--- config.mk ---
export PLATFORM = sky130hd
export DESIGN_NAME = alu16_seq_flat
export DESIGN_NICKNAME = d
export VERILOG_FILES = /design/src/rtl/alu_pkg.sv /design/src/rtl/alu16_seq_if.sv /design/src/rtl/alu16_seq_flag_merge.sv /design/src/rtl/alu16_seq.sv /design/src/flat_wrapper.sv
export SDC_FILE = /design/constraint.sdc
export NUM_CORES = 1
export LEC_CHECK = 0
export BUFFER_PORTS_ARGS = -buffer_cell sky130_fd_sc_hd__buf_2
export CAP_MARGIN = 20
export CORE_UTILIZATION = 50
export CTS_CLUSTER_SIZE = 28
export DETAILED_ROUTE_END_ITERATION = 12
export PLACE_DENSITY = 0.79
export SYNTH_ARGS = -nofsm -noshare
export SYNTH_HDL_FRONTEND = slang
export SYNTH_SLANG_ARGS = --single-unit
export TNS_END_PERCENT = 20
--- constraint.sdc ---
create_clock -name clk -period 2.7 [get_ports clk]
set_input_delay 0.135 -clock clk [delete_from_list [all_inputs] [get_ports clk]]
set_output_delay 0.135 -clock clk [all_outputs]
set_load 0.05 [all_outputs]
--- src/rtl/alu_pkg.sv ---
// Shared ALU definitions: 8-bit ALU opcodes, 16-bit sequencer op codes, flag bit positions, FSM states.
// Pure declarations, no latency or handshake of its own.
package alu_pkg;

  localparam logic [3:0] ALU_ADD  = 4'h0;
  localparam logic [3:0] ALU_ADC  = 4'h1;
  localparam logic [3:0] ALU_SUB  = 4'h2;
  localparam logic [3:0] ALU_SBC  = 4'h3;
  localparam logic [3:0] ALU_AND  = 4'h4;
  localparam logic [3:0] ALU_XOR  = 4'h5;
  localparam logic [3:0] ALU_OR   = 4'h6;
  localparam logic [3:0] ALU_CP   = 4'h7;
  localparam logic [3:0] ALU_RLC  = 4'h8;
  localparam logic [3:0] ALU_RRC  = 4'h9;
  localparam logic [3:0] ALU_RL   = 4'hA;
  localparam logic [3:0] ALU_RR   = 4'hB;
  localparam logic [3:0] ALU_SLA  = 4'hC;
  localparam logic [3:0] ALU_SRA  = 4'hD;
  localparam logic [3:0] ALU_SWAP = 4'hE;
  localparam logic [3:0] ALU_SRL  = 4'hF;

  localparam logic [1:0] OP16_ADD   = 2'b00;
  localparam logic [1:0] OP16_INC   = 2'b01;
  localparam logic [1:0] OP16_DEC   = 2'b10;
  localparam logic [1:0] OP16_ADDSP = 2'b11;

  localparam int FL_Z = 3;
  localparam int FL_N = 2;
  localparam int FL_H = 1;
  localparam int FL_C = 0;

  typedef enum logic [1:0] {
    ST_IDLE = 2'd0,
    ST_LO   = 2'd1,
    ST_HI   = 2'd2,
    ST_DONE = 2'd3
  } state_t;

endpackage

--- src/rtl/alu16_seq_if.sv ---
// Request/response and shared-ALU signal bundle of the 16-bit sequencer; slave = sequencer side.
// Carries valid/ready handshakes only, adds no latency.
interface alu16_seq_if;
  logic        req_valid;
  logic        req_ready;
  logic [1:0]  req_op;
  logic [15:0] req_lhs;
  logic [15:0] req_rhs;
  logic [3:0]  req_flags;
  logic        resp_valid;
  logic        resp_ready;
  logic [15:0] resp_r;
  logic [3:0]  resp_flags;
  logic [7:0]  alu_lhs;
  logic [7:0]  alu_rhs;
  logic [3:0]  alu_op;
  logic [3:0]  alu_flags;
  logic [7:0]  alu_r;
  logic [3:0]  alu_fl;

  modport slave (
    input  req_valid, req_op, req_lhs, req_rhs, req_flags, resp_ready, alu_r, alu_fl,
    output req_ready, resp_valid, resp_r, resp_flags, alu_lhs, alu_rhs, alu_op, alu_flags
  );

  modport master (
    output req_valid, req_op, req_lhs, req_rhs, req_flags, resp_ready, alu_r, alu_fl,
    input  req_ready, resp_valid, resp_r, resp_flags, alu_lhs, alu_rhs, alu_op, alu_flags
  );
endinterface

--- src/rtl/alu16_seq_flag_merge.sv ---
// Combinational result-flag selection for the 16-bit ops; zero latency, no handshake.
// ADD SP,e8 flags come from the low byte only when ALU16_SEQ_SPREL_EN is defined.
module alu16_flag_merge
  import alu_pkg::*;
(
  input  logic [1:0] i_op,
  input  logic [3:0] i_req_flags,
  input  logic       i_lo_h,
  input  logic       i_lo_c,
  input  logic       i_hi_h,
  input  logic       i_hi_c,
  output logic [3:0] o_flags
);

  always_comb begin
    o_flags = i_req_flags;
    case (i_op)
      OP16_ADD:   o_flags = {i_req_flags[FL_Z], 1'b0, i_hi_h, i_hi_c};
`ifdef ALU16_SEQ_SPREL_EN
      OP16_ADDSP: o_flags = {2'b00, i_lo_h, i_lo_c};
`endif
      default:    o_flags = i_req_flags;
    endcase
  end

`ifndef ALU16_SEQ_SPREL_EN
  logic w_unused_lo;
  assign w_unused_lo = i_lo_h ^ i_lo_c;
`endif

endmodule

--- src/rtl/alu16_seq.sv ---
// 16-bit pair arithmetic as two passes of the shared 8-bit ALU; response handshake completes 3 clk after accept.
// resp held until resp_ready, req_ready only in IDLE; ALU16_SEQ_SPREL_EN enables ADD SP,e8 (otherwise a no-op).
module alu16_seq
  import alu_pkg::*;
(
  input logic        clk,
  input logic        rst_n,
  alu16_seq_if.slave bus
);

  state_t      r_state;
  state_t      w_next;
  logic [1:0]  r_op;
  logic [15:0] r_lhs;
  logic [15:0] r_rhs;
  logic [3:0]  r_flags;
  logic [7:0]  r_lo_r;
  logic [7:0]  r_hi_r;
  logic        r_lo_h;
  logic        r_lo_c;
  logic        r_hi_h;
  logic        r_hi_c;
  logic        w_accept;
  logic        w_alu_en;
  logic [3:0]  w_flags;
  logic        w_unused_fl;

  assign w_accept    = (r_state == ST_IDLE) && bus.req_valid;
  assign w_unused_fl = ^bus.alu_fl[FL_Z:FL_N];

`ifdef ALU16_SEQ_SPREL_EN
  assign w_alu_en = 1'b1;
`else
  assign w_alu_en = (r_op != OP16_ADDSP);
`endif

  always_ff @(posedge clk or negedge rst_n) begin
    if (!rst_n) r_state <= ST_IDLE;
    else        r_state <= w_next;
  end

  always_comb begin
    w_next = r_state;
    case (r_state)
      ST_IDLE: if (w_accept) w_next = ST_LO;
      ST_LO:   w_next = ST_HI;
      ST_HI:   w_next = ST_DONE;
      ST_DONE: if (bus.resp_ready) w_next = ST_IDLE;
      default: w_next = ST_IDLE;
    endcase
  end

  always_ff @(posedge clk or negedge rst_n) begin
    if (!rst_n) begin
      r_op    <= '0;
      r_lhs   <= '0;
      r_rhs   <= '0;
      r_flags <= '0;
      r_lo_r  <= '0;
      r_hi_r  <= '0;
      r_lo_h  <= 1'b0;
      r_lo_c  <= 1'b0;
      r_hi_h  <= 1'b0;
      r_hi_c  <= 1'b0;
    end else begin
      if (w_accept) begin
        r_op    <= bus.req_op;
        r_lhs   <= bus.req_lhs;
        r_rhs   <= bus.req_rhs;
        r_flags <= bus.req_flags;
      end
      if (r_state == ST_LO && w_alu_en) begin
        r_lo_r <= bus.alu_r;
        r_lo_h <= bus.alu_fl[FL_H];
        r_lo_c <= bus.alu_fl[FL_C];
      end
      if (r_state == ST_HI && w_alu_en) begin
        r_hi_r <= bus.alu_r;
        r_hi_h <= bus.alu_fl[FL_H];
        r_hi_c <= bus.alu_fl[FL_C];
      end
    end
  end

  alu16_flag_merge u_flag_merge (
    .i_op        (r_op),
    .i_req_flags (r_flags),
    .i_lo_h      (r_lo_h),
    .i_lo_c      (r_lo_c),
    .i_hi_h      (r_hi_h),
    .i_hi_c      (r_hi_c),
    .o_flags     (w_flags)
  );

  always_comb begin
    bus.req_ready  = (r_state == ST_IDLE);
    bus.resp_valid = 1'b0;
    bus.resp_r     = '0;
    bus.resp_flags = '0;
    bus.alu_lhs    = '0;
    bus.alu_rhs    = '0;
    bus.alu_op     = ALU_ADD;
    bus.alu_flags  = '0;
    case (r_state)
      ST_LO: if (w_alu_en) begin
        bus.alu_lhs = r_lhs[7:0];
        case (r_op)
          OP16_INC: bus.alu_rhs = 8'h01;
          OP16_DEC: begin
            bus.alu_rhs = 8'h01;
            bus.alu_op  = ALU_SUB;
          end
          default:  bus.alu_rhs = r_rhs[7:0];
        endcase
      end
      // High pass consumes the low-byte carry/borrow through cf.
      ST_HI: if (w_alu_en) begin
        bus.alu_lhs        = r_lhs[15:8];
        bus.alu_flags[FL_C] = r_lo_c;
        bus.alu_op         = ALU_ADC;
        case (r_op)
          OP16_ADD:   bus.alu_rhs = r_rhs[15:8];
          OP16_ADDSP: bus.alu_rhs = {8{r_rhs[7]}};
          OP16_DEC:   bus.alu_op  = ALU_SBC;
          default:    bus.alu_rhs = 8'h00;
        endcase
      end
      ST_DONE: begin
        bus.resp_valid = 1'b1;
        bus.resp_r     = w_alu_en ? {r_hi_r, r_lo_r} : r_lhs;
        bus.resp_flags = w_flags;
      end
      default: ;
    endcase
  end

endmodule

--- src/flat_wrapper.sv ---
// flat-port wrapper written by rule: the top's interface ports become plain ports
module alu16_seq_flat import alu_pkg::*;
  (clk, rst_n, bus_req_valid, bus_req_op, bus_req_lhs, bus_req_rhs, bus_req_flags, bus_resp_ready, bus_alu_r, bus_alu_fl, bus_req_ready, bus_resp_valid, bus_resp_r, bus_resp_flags, bus_alu_lhs, bus_alu_rhs, bus_alu_op, bus_alu_flags);
  alu16_seq_if bus_i ();
  input logic clk;
  input logic rst_n;
  input wire logic [$bits(bus_i.req_valid)-1:0] bus_req_valid;
  input wire logic [$bits(bus_i.req_op)-1:0] bus_req_op;
  input wire logic [$bits(bus_i.req_lhs)-1:0] bus_req_lhs;
  input wire logic [$bits(bus_i.req_rhs)-1:0] bus_req_rhs;
  input wire logic [$bits(bus_i.req_flags)-1:0] bus_req_flags;
  input wire logic [$bits(bus_i.resp_ready)-1:0] bus_resp_ready;
  input wire logic [$bits(bus_i.alu_r)-1:0] bus_alu_r;
  input wire logic [$bits(bus_i.alu_fl)-1:0] bus_alu_fl;
  output wire logic [$bits(bus_i.req_ready)-1:0] bus_req_ready;
  output wire logic [$bits(bus_i.resp_valid)-1:0] bus_resp_valid;
  output wire logic [$bits(bus_i.resp_r)-1:0] bus_resp_r;
  output wire logic [$bits(bus_i.resp_flags)-1:0] bus_resp_flags;
  output wire logic [$bits(bus_i.alu_lhs)-1:0] bus_alu_lhs;
  output wire logic [$bits(bus_i.alu_rhs)-1:0] bus_alu_rhs;
  output wire logic [$bits(bus_i.alu_op)-1:0] bus_alu_op;
  output wire logic [$bits(bus_i.alu_flags)-1:0] bus_alu_flags;
  assign bus_i.req_valid = bus_req_valid;
  assign bus_i.req_op = bus_req_op;
  assign bus_i.req_lhs = bus_req_lhs;
  assign bus_i.req_rhs = bus_req_rhs;
  assign bus_i.req_flags = bus_req_flags;
  assign bus_i.resp_ready = bus_resp_ready;
  assign bus_i.alu_r = bus_alu_r;
  assign bus_i.alu_fl = bus_alu_fl;
  assign bus_req_ready = bus_i.req_ready;
  assign bus_resp_valid = bus_i.resp_valid;
  assign bus_resp_r = bus_i.resp_r;
  assign bus_resp_flags = bus_i.resp_flags;
  assign bus_alu_lhs = bus_i.alu_lhs;
  assign bus_alu_rhs = bus_i.alu_rhs;
  assign bus_alu_op = bus_i.alu_op;
  assign bus_alu_flags = bus_i.alu_flags;
  alu16_seq u_core (.clk(clk), .rst_n(rst_n), .bus(bus_i));
endmodule
-- Word-level counts from Yosys, hierarchy flattened
Cells that the tools add are included.
- shift-type cells: 0
- div/mod/pow operators: 0
- muxes and demuxes: 23
- equality and inequality tests: 9
- add/subtract/negate cells: 0
- $lt $le $gt $ge: 0
- multiply operators: 0
- reductions and logical operators: 7
- bitwise gates (word level): 0
- operators by type and width (operator ; count):
    8-bit case mux with 2 select lines ; 3
    8-bit 2-to-1 mux ; 5
    16-bit 2-to-1 mux ; 2
    4-bit 2-to-1 mux ; 3
    2-bit == test (second input constant) ; 4
    2-bit 2-to-1 mux ; 4
    2-bit case mux with 4 select lines ; 1
    4-bit case mux with 2 select lines ; 1
    2-bit by 1-bit == test with 1-bit output (second input constant) ; 2
    2-bit zero test ; 2
    2-bit != test (second input constant) ; 2
    1-bit logical AND ; 3
    1-bit 2-to-1 mux ; 3
    3-bit 2-to-1 mux ; 1
    2-bit by 1-bit != test with 1-bit output (second input constant) ; 1
    2-bit AND reduction ; 1
    2-bit OR reduction ; 1
- bits in registers: 59
- input bits: 54
- bits in latches: 0
- memory bits (read-only): 0
- output and inout bits: 46
- memory bits (writable): 0
- memories kept: 0

-- Logic depth before layout (Yosys ltp)
Gate-level depths: netlist of the first run.
- depth after elaboration: 5
- gate-level depth with buffers: 7

-- By module
A second synthesis of the first run with hierarchy kept.
- cell total of the unflattened synthesis: 242
- area, all modules: 3164.3 µm²
- modules (own cells, without submodules) (module ; seq. area each (µm²) ; area each (µm²) ; instances ; cells each):
    alu16_seq ; 1501.4 ; 3119.2 ; 1 ; 237
    alu16_flag_merge ; 0.0 ; 45.0 ; 1 ; 5

-- Worst setup path after synthesis of the first run
Ideal clock, no wire load.
- path kind: reg-to-output
- start point: register u_core.r_op[0]
- end point: output port bus_alu_rhs[0]
- path slack: 0.415 ns
- cell stages (with the launch flop): 5
- arrival time: 2.150 ns
- path buffers: 1
- cells stage by stage: dfrtp_1 ha_1 buf_6 nand4bb_4 o21ai_0
- cells in the longest elaborated chain, start to end: 5
- elaborated cells on any way between the ends: 11
- those cells by class: eq/ne: 4; mux: 5; reduce/logical: 2
- RTL lines (item ; line ; source):
    start, declared ; alu16_seq.sv:13 ; logic [1:0] r_op;
    start signal, assigned ; alu16_seq.sv:67 ; r_op <= bus.req_op;
    2-bit by 1-bit == test with 1-bit output or 2-bit == test (tied branches) ; alu16_seq.sv:107 ; case (r_op)
    2-bit OR reduction (no source line) ; n/a ;
    8-bit 2-to-1 mux ; alu16_seq.sv:107 ;
    8-bit 2-to-1 mux ; alu16_seq.sv:105 ; ST_LO: if (w_alu_en) begin
    8-bit case mux with 2 select lines (*) ; alu16_seq.sv:104 ; case (r_state)
    end, declared ; flat_wrapper.sv:20 ; output wire logic [$bits(bus_i.alu_rhs)-1:0] bus_alu_rhs;
Mark *: on every way between the ends. The rest lies on a longest branch, timed or not.

-- Worst setup path after layout of the first run
- start point: register u_core.r_state[0]
- end point: output port bus_alu_rhs[3]
- cells in the longest elaborated chain, start to end: 2
- elaborated cells on any way between the ends: 3
- those cells by class: eq/ne: 2; mux: 1
- RTL lines (item ; line ; source):
    start, declared ; alu16_seq.sv:11 ; state_t r_state;
    start signal, assigned ; alu16_seq.sv:39 ; else r_state <= w_next;
    2-bit == test or 2-bit by 1-bit == test with 1-bit output (tied branches) ; alu16_seq.sv:104 ;
    8-bit case mux with 2 select lines (*) ; alu16_seq.sv:104 ;
Marks and branches as above.

==> impl_results.md, run 1 <==
* Status: finished clean
* Area leader, netlist: dfrtp_1
* Non-filler cells, final at 418
* Worst skew pair latency at around 0.33 ns
* FF+latch count, synth at 59
* CP Capture Type: primary output
* Num rows at 28
* Post-synth EDFFs at 0
* R2R Path Start: u_core.r_state[0]
* Via count at 2145
* Pre-Repair DR Iteration Count at 4
* Initial antenna violation count at 0
* Die W at 80.4 um
* Share of cells above drive strength 1 at 0.481
* Root buf cell: clkbuf_8
* Remaining DRCs at 0
* Worst slew pin tran at 0.726 ns
* Crit path from: u_core.r_state[0]
* Final min period at 2.30 ns
* # Post-CTS Setup Buffers at 0
* Switching share of power at 0.461
* Die Area at 6460 um2
* Hold WS at 0.0259 ns
* Post-layout util at 0.631
* Leakage power at 1.90 nW
* GRT Util Overall at 0.215
* Power Internal at 0.00289 W
* Post-route ant nets at 0
* Die Ht at 80.4 um
* TritonCTS clock tree: built
* Gate Count Post-Synth at ~240
* Antenna diodes at 0
* Yosys warning total at 0
* Power per Cell Area at 1440 nW/um2
* Final instance area at around 3700 um2
* Synth top area share at 0.481
* Final count of pins violating max slew at 0
* Vias per cell at 5.13
* Psw at about 0.0025 W
* I/O Pins at 100
* Port bufs at 92
* Vias in the first global route at 2009
* Path depth of the worst reg2reg path at 5
* Area contributors post-synth: dfrtp_1, mux2_2, mux2_4
* CP required at 2.57 ns
* Final net count at 402
* Dpl cells at 402
* CP max FO at 9
* Reg clk slew, reported paths at 0.06 ns
* Seq pwr share at 0.306
* Final Setup Violations at 0
* Register area share after synthesis at 0.481
* Placed cell areas at roughly 3600 um2
* Largest net degree at the start of global routing at 60
* Setup repair after global routing missed its margin: false
* Setup TNS at 0 ns
* Netlist cell types at 29
* Initial Util at 0.519
* Synth-to-Final Area Change at 21.6%
* WS Path Type: reg -> out
* Global-route wire length before repair at a little over 10000 um
* RR Endpoint: u_core.r_rhs[7]
* H-tree depth at 3
* Worst Setup EP: bus_alu_rhs[3]
* CTS Buf Count at 9
* Slew HR at 0.516
* Drt total wl at 6390 um
* Achievable frequency at 0.435 GHz
* Core region area at around 5900 um2
* RD Place Congestion at 0.756
* Gr ovfl total at 0
* Most frequent cells in the layout: buf_2, dfrtp_1, mux2_2, nor2_1, mux2_4
* DRT iter0 DRCs at 80
* Reg2Reg Setup Slack at 0.76 ns
* DP HPWL at 4460 um
* Final Hold Vio Count at 0
* Most common cell after layout, fill and taps aside: buf_2
* Wire per inst at 15.3 um
* Syn avg cell area at 12.6 um2
* Post_cts resized at 0
* # clock sinks at 59
* Synth Cell Area at 3070 um2
* Hold WC Path Type: in -> reg
* Max Buffers Root-to-Sink at 2
* Max-cap violations at 0
* Max rail drop VDD at between 0.6 and 0.7 mV
* Skew final at 0.00667 ns
* Top FF cell, synth: dfrtp_1
* Async SR Flop Fraction at 1.00
* Worst endpoint data arrival time at 2.16 ns
* Hold Path Depth at 2
* Comb pwr share at 0.568
* Tcrit/Tclk final at 0.851
* Clk pwr share at 0.126
* Startpoint Class: register
-- per-layer routing --
layer  share of wire  up-vias  GRT usage
met5               0        -          0
met4           0.018        0     0.0982
met3           0.036        9     0.0455
met2            0.49       51      0.321
met1            0.46     1062      0.297
li1                -     1023          -
-- how the worst min path moves through the flow --
stage               slack [ns]             start                end
global placement          0.33             rst_n   u_core.r_hi_r[5]
global route              0.02  bus_req_flags[0]  u_core.r_flags[0]
floorplan                -0.16             rst_n  u_core.r_flags[0]
detailed placement        0.33             rst_n   u_core.r_lhs[13]
CTS                       0.01     bus_alu_fl[1]      u_core.r_hi_h
finish                    0.03     bus_alu_fl[1]      u_core.r_hi_h
-- cells in the mapped netlist (all sizes together), types with 2 or more instances --
| master | number |
|---|---|
| dfrtp | 59 |
| mux2i | 19 |
| inv | 6 |
| buf | 19 |
| nand2 | 9 |
| a21oi | 8 |
| nor2 | 27 |
| o21ai | 8 |
| a22oi | 8 |
| nor2b | 2 |
| ha | 9 |
| and2 | 2 |
| mux2 | 58 |
-- layout make-up --
cell class	count	area, um2
flip-flops and latches	59	1480
multi-input cells	163	1450
clock inverters	3	15.0
clock buffers	12	145
well taps	75	93.8
fillers	488	2190
repair buffers	100	536
inverters	6	22.5
-- state kept, by name (all words and copies together), names as in the netlist, 2 cells and up --
name,count
u_core.r_hi_r,8
u_core.r_op,2
u_core.r_lo_r,8
u_core.r_lhs,16
u_core.r_rhs,16
u_core.r_flags,4
u_core.r_state,2
-- critical path: stages, from the launching register on --
cell       delay, ns
dfrtp_1         0.40
inv_1           0.13
ha_1            0.40
buf_4           0.22
nand4bb_4       0.19
o21ai_0         0.22
buf_2           0.29
-- metrics by stage --
step / worst slack (ns) / total power, W
after floorplan: 0.415 / 0.00410
after global placement: 0.775 / 0.00465
after detailed placement: 0.738 / 0.00471
after CTS: 0.383 / 0.00541
after global routing: 0.212 / 0.00570
final: 0.402 / 0.00537
-- cells by family (layout without fill, tap and decap cells) --
family,after synthesis,in the layout,share of synthesized area
other,1,5,0.00122
AND/OR/NAND/NOR,45,45,0.0750
adder cells (fa/ha/maj),9,9,0.0367
buffers and inverters,25,121,0.0542
multiplexers,77,77,0.299
AO/OA/AOI/OAI,27,27,0.0534
flip-flops,59,59,0.481
-- power by group through the flow --
stage	logic [W]	clock network [W]	registers (W)
floorplan	0.00255	0	0.00156
global placement	0.00302	0	0.00162
detailed placement	0.00307	0	0.00165
CTS	0.00308	0.000693	0.00164
global route	0.00327	0.000735	0.00169
finish	0.00305	0.000678	0.00164
-- timing repair --
action	in CTS	in global routing
endpoints found under the setup margin	0	0
endpoints found under the hold margin	59	0
hold buffers	1	0
(Power assumes the default switching activity.)
==> run 2, diff against run 1 <==
Settings changed: ABC_AREA from default to 1, MAX_ROUTING_LAYER from default to met4.
==> run 2 against run 1 <==
  * Total power shrank 2.1%
  * Sequential power is essentially flat
  * Worst setup slack got worse by 0.073 ns
  * Via count up 40%
  * Global-route usage rose by 6.5 points
  * Cell area increased by 3.6%
  * Hold slack got worse by 0.0088 ns
  * Critical path depth down 1
  * Critical path type unchanged
  * Largest cell class unchanged
  * Highest routed layer unchanged
==> impl_results.md, run 2 <==
* FF+latch count, synth at slightly below 60
* Max Buffers Root-to-Sink at 2
* Hold WC Path Type: in -> reg
* Achievable frequency at 0.422 GHz
* Synth-to-Final Area Change at 22.8%
* # clock sinks at 59
* Hold Path Depth at 3
* Yosys warning total at 0
* CP Capture Type: primary output
* Port bufs at 92
* WHS Endpoint: u_core.r_rhs[6]
* TritonCTS clock tree: built
* Root buf cell: clkbuf_8
* Gate Count Post-Synth at 410
* Netlist cell types at 22
* Num rows at 28
* Top flop regs: u_core.r_lhs x16, u_core.r_rhs x16
* Gr ovfl total at 0
* Core region area at 5990 um2
* Top FF cell, synth: dfrtp_1
* Most common cell in the netlist: nand2_1
* Commonest cells post-synth: nand2_1, dfrtp_1, nor2_1, nand3_1, o21ai_0
* Startpoint Class: register
* Die Area at roughly 6600 um2
* Max-cap violations at 0
* Status: finished clean
* Hold WS at roughly 0.017 ns
* Final min period at 2.37 ns
* CP required at 2.57 ns
* Final Hold Vio Count at 0
* Setup repair after global routing missed its margin: false
* Largest net degree at the start of global routing at 39
* Post-route ant nets at 0
* Antenna diodes at 0
* Power per Cell Area at 1360 nW/um2
* Post-synth EDFFs at 0
* Syn avg cell area at roughly 7.7 um2
* Pre-CTS setup slack at approximately 0.73 ns
* Setup TNS at 0 ns
* Skew final at 0.00647 ns
* Min-delay src: bus_req_rhs[6]
* RR Endpoint: u_core.r_lhs[13]
* H-tree depth at 3
* Worst path max stage delay at 0.47 ns
* Synth Cell Area at 3150 um2
* Via count at 2994
* I/O Pins at 100
* Final worst slack at 0.328 ns
* CTS Buf Count at 9
* Vias in the first global route at 2739
* CP max FO at 19
* Area contributors post-synth: dfrtp_1, nand2_1, nand3_1
* R2R Path Start: u_core.r_state[0]
* CP max stage cell: ha_1
* CP Cell Sequence: ha_1 -> nor2_2 -> nand2_1 -> a21oi_1 -> buf_2
* Worst slew pin tran at just under 0.8 ns
* Global-route wire length before repair at around 13000 um
* Leakage power at 2.17 nW
* Share of cells above drive strength 1 at 0.272
* Worst endpoint data arrival time at 2.24 ns
* WS Path Type: reg -> out
* Remaining DRCs at 0
* DP HPWL at 5500 um
* Async SR Flop Fraction at 1.00
* DRT iter0 DRCs at 197
* Wire per inst at approximately 14 um
* FILL cells at a little over 500
* Final count of pins violating max slew at 0
* Max rail drop VDD at 0.889 mV
* Pre-Repair DR Iteration Count at 5
* Drt total wl at roughly 8000 um
* RD Place Congestion at 0.815
* Reg clk slew, reported paths at 0.07 ns
* Area leader, netlist: dfrtp_1
* Slew HR at 0.484
* Synth top area share at 0.469
* Die W at 81.4 um
* Final Setup Violations at 0
* Reg2Reg Setup Slack at 1.00 ns
* Worst skew pair latency at 0.35 ns
* GRT Util Overall at 0.280
* Path depth of the worst reg2reg path at 6
* Most frequent cells in the layout: nand2_1, buf_2, dfrtp_1, nor2_1, nand3_1
* Initial antenna violation count at 0
* Most common cell after layout, fill and taps aside: nand2_1
* Initial Util at 0.526
* Tcrit/Tclk final at 0.878
* Vias per cell at 5.18
* Final net count at 561
* Die Ht at 81.4 um
* # Post-CTS Setup Buffers at 0
* Register area share after synthesis at 0.469
==> run 2: changes by cell type in the layout (fill, tap and decap cells not counted), moves of 17 or more <==
cell / previous run / this run
nand2_1: 8 / 149
mux2_4: 20 / 0
nand3_1: 0 / 39
mux2_2: 29 / 0
o21ai_2: 0 / 17
mux2i_1: 19 / 0
==> run 2: metal layers <==
metal	track usage	vias to the layer above	wire length, um
met5	-	-	0
met4	0.121	0	171
met3	0.0416	15	434
met2	0.421	116	3750
met1	0.376	1399	3610
li1	-	1464	-
==> run 2: how the worst max path moves through the flow <==
stage	start	to	slack, ns	cells after the start
2_1_floorplan	u_core.r_state[0]	bus_alu_lhs[0]	0.58	6
3_3_place_gp	u_core.r_op[0]	bus_alu_lhs[6]	0.72	5
3_5_place_dp	u_core.r_op[1]	bus_alu_lhs[6]	0.73	5
4_1_cts	u_core.r_op[1]	bus_alu_lhs[6]	0.34	5
5_1_grt	u_core.r_op[1]	bus_alu_lhs[6]	0.21	5
6_report	u_core.r_op[1]	bus_alu_lhs[6]	0.33	5
==> run 2: where the power goes <==
part | total, W | internal (W) | switching (W)
Sequential | 0.00161 | 0.00131 | 0.000300
Combinational | 0.00263 | 0.000673 | 0.00196
Clock | 0.00101 | 0.000639 | 0.000374
Total | 0.00526 | 0.00262 | 0.00263
==> run 2: per-stage QoR <==
step / instance area [um2] / util / instances / total power (W)
2_1_floorplan: 3160 / - / 414 / 0.00367
3_3_place_gp: 3600 / 0.601 / 560 / 0.00415
3_5_place_dp: 3600 / 0.601 / 560 / 0.00422
4_1_cts: 3870 / 0.646 / 578 / 0.00525
5_1_grt: 3870 / 0.646 / 578 / 0.00564
6_report: 3870 / 0.646 / 578 / 0.00526
==> run 2: what timing repair did <==
action,in CTS,in global routing
hold endpoints to repair,22,0
resized for setup,0,0
hold buffers,2,0
==> run 2: area by class of cell <==
type / count / area, um2 / area share
sequential: 59 / 1480 / 0.382
multi-input combinational: 305 / 1440 / 0.371
timing repair buffer: 99 / 518 / 0.134
clock buffer: 10 / 138 / 0.0356
clock inverter: 6 / 113 / 0.0291
inverter: 24 / 95.1 / 0.0246
tap: 75 / 93.8 / 0.0243
==> run 2: critical path: cells and delay by family, from the launching register on <==
| family | cells | cell delay (ns) |
|---|---|---|
| AND/OR/NAND/NOR | 2 | 0.50 |
| adder cells (fa/ha/maj) | 1 | 0.47 |
| AO/OA/AOI/OAI | 1 | 0.20 |
| flip-flops | 1 | 0.42 |
| buffers and inverters | 1 | 0.29 |
==> run 2: cells by family (layout without fill, tap and decap cells) <==
kind of cell,count (synthesis),in the layout,share of synthesized area
flip-flops,59,59,0.469
AO/OA/AOI/OAI,58,58,0.112
AND/OR/NAND/NOR,233,233,0.302
other,1,5,0.00119
buffers and inverters,50,139,0.0803
adder cells (fa/ha/maj),9,9,0.0358
==> run 3, diff against run 2 <==
Settings changed: REMOVE_ABC_BUFFERS from default to 1.
==> run 3 against run 2 <==
  * Count of clock-buffer cells in the layout up 2
  * Clock power decreased by 11%
  * Cell area is 0.42% lower
==> impl_results.md, run 3 (same netlist as run 2, synthesis figures left out) <==
* Tcrit/Tclk final at 0.897
* Achievable frequency at 0.413 GHz
* Met1 global-route usage at 0.340
* # clock sinks at 59
* Top flop regs: u_core.r_lhs x16, u_core.r_rhs x16
* Worst Setup EP: bus_alu_lhs[0]
* Largest net degree at the start of global routing at 35
* Leakage power at 2.16 nW
* Wire per inst at around 13 um
* Initial antenna violation count at 0
* Final worst slack at 0.279 ns
* Max rail drop VDD at 0.701 mV
* Skew final at 0.0108 ns
* Root buf cell: clkbuf_8
* WS Path Type: reg -> out
* Hold buffers post-CTS at 2
* Final min period at 2.42 ns
* Final Setup Violations at 0
* TritonCTS clock tree: built
* CP required at 2.57 ns
* Final net count at approximately 560
* Most common cell after layout, fill and taps aside: nand2_1
* Power Internal at 0.00254 W
* GRT Util Overall at 0.262
* Synth-to-Final Area Change at 22.3%
* Switching share of power at 0.507
* I/O Pins at 100
* Crit path from: u_core.r_state[1]
* Vias in the first global route at 2703
* Die Ht at 81.4 um
* Comb pwr share at 0.519
* Power per Cell Area at 1340 nW/um2
* CP max FO at 7
* Port bufs at 92
* Worst skew pair latency at 0.34 ns
* Global-route wire length before repair at 12500 um
* Seq pwr share at 0.306
* Worst slew pin tran at 0.798 ns
* Path depth of the worst reg2reg path at 5
* Initial Util at 0.526
* Hold WS at 0.0173 ns
* Crit path max-delay family: simple AND/OR/NAND/NOR gates
* CP Capture Type: primary output
* RR Endpoint: u_core.r_lo_r[2]
* DRT iter0 DRCs at around 200
* Most frequent cells in the layout: nand2_1, buf_2, dfrtp_1, nor2_1, nand3_1
* Pre-CTS setup slack at around 0.66 ns
* Drt total wl at 7810 um
* R2R Path Start: u_core.r_op[1]
* Via count at between 2000 and 3000
* Core region area at 5990 um2
* FILL cells at ~530
* # Post-CTS Setup Buffers at 0
* Setup repair after global routing missed its margin: false
* CP Cell Sequence: inv_1 -> ha_1 -> inv_1 -> nor2_1 -> nand2_1 -> a21oi_1 -> buf_2
* Final Hold Vio Count at 0
* Global Route met3 Usage at 0.0382
* Vias per cell at 5.11
* Post-layout util at 0.643
* Clk pwr share at 0.175
* Die Area at between 6000 and 7000 um2
* Design Power at 0.00516 W
* DP HPWL at 5370 um
* Remaining DRCs at 0
* Levels on crit path at 7
* Hold WC Path Type: in -> reg
* H-tree depth at 3
* Slew HR at 0.468
* Die W at ~81 um
* Share of cells above drive strength 1 at 0.271
* Antenna diodes at 0
* Startpoint Class: register
* Max Buffers Root-to-Sink at 2
* RD Place Congestion at 0.809
* Post_cts resized at 0
* CTS Buf Count at 9
* Gr ovfl total at 0
* Reg clk slew, reported paths at 0.07 ns
* Crit path buffers/inverters at 3
* Pre-Repair DR Iteration Count at 6
* CP max stage cell: nor2_1
* Setup TNS at 0 ns
* Met2 Track Usage GR at 0.413
* Final count of pins violating max slew at 0
* Worst path max stage delay at 0.59 ns
* Cell mode on critical path: inv_1
* Psw at 0.00261 W
* Max-cap violations at 0
* Status: finished clean
* Num rows at 28
* Post-route ant nets at 0
* Reg2Reg Setup Slack at 1.03 ns
* Worst endpoint data arrival time at 2.29 ns
* Top Usage Layer GRT: met2
-- run 3: changes by cell type in the layout (fill, tap and decap cells not counted), sizes merged --
cell    previous run  this run
bufinv             3         2
buf               97        99
clkbuf            10        12
clkinv             3         2
-- run 3: tightest hold or removal path, delay by kind of cell --
family,cells,cell delay (ns)
and+or+nand+nor,2,0.12
buffers and inverters,1,0.07
-- run 3: final cells by class --
type                       count  area (um2)  share of cell area
clock buffer                  12         145              0.0377
inverter                      24        95.1              0.0247
clock inverter                 4        73.8              0.0192
multi-input combinational    305        1440               0.373
timing repair buffer         101         533               0.138
sequential                    59        1480               0.383
tap                           75        93.8              0.0244
-- run 3: per-layer routing --
metal | routed length (um) | up-vias | share of wire
met2 | 3760 | 103 | 0.48
met3 | 404 | 11 | 0.052
met5 | 0 | - | 0
met1 | 3530 | 1378 | 0.45
li1 | - | 1473 | -
met4 | 116 | 0 | 0.015
-- run 3: how the worst min path moves through the flow --
stage	start	endpoint	slack, ns	cells past startpoint
floorplan	rst_n	u_core.r_flags[0]	-0.16	0
global placement	rst_n	u_core.r_rhs[14]	0.24	1
detailed placement	rst_n	u_core.r_rhs[11]	0.25	1
CTS	bus_req_rhs[15]	u_core.r_rhs[15]	0.02	3
global route	bus_req_lhs[3]	u_core.r_lhs[3]	0.02	3
finish	bus_req_rhs[15]	u_core.r_rhs[15]	0.02	3
-- run 3: power by group through the flow --
stage          clock, W  combinational, W  sequential, W
3_3_place_gp          0           0.00261        0.00156
2_1_floorplan         0           0.00203        0.00151
6_report       0.000901           0.00268        0.00158
4_1_cts        0.000909           0.00268        0.00157
3_5_place_dp          0           0.00266        0.00158
5_1_grt        0.000948           0.00295        0.00162
-- run 3: stage by stage --
step | instance area (um2) | std cells
2_1_floorplan | 3010 | 388
3_3_place_gp | 3610 | 562
3_5_place_dp | 3610 | 562
4_1_cts | 3850 | 580
5_1_grt | 3850 | 580
6_report | 3850 | 580
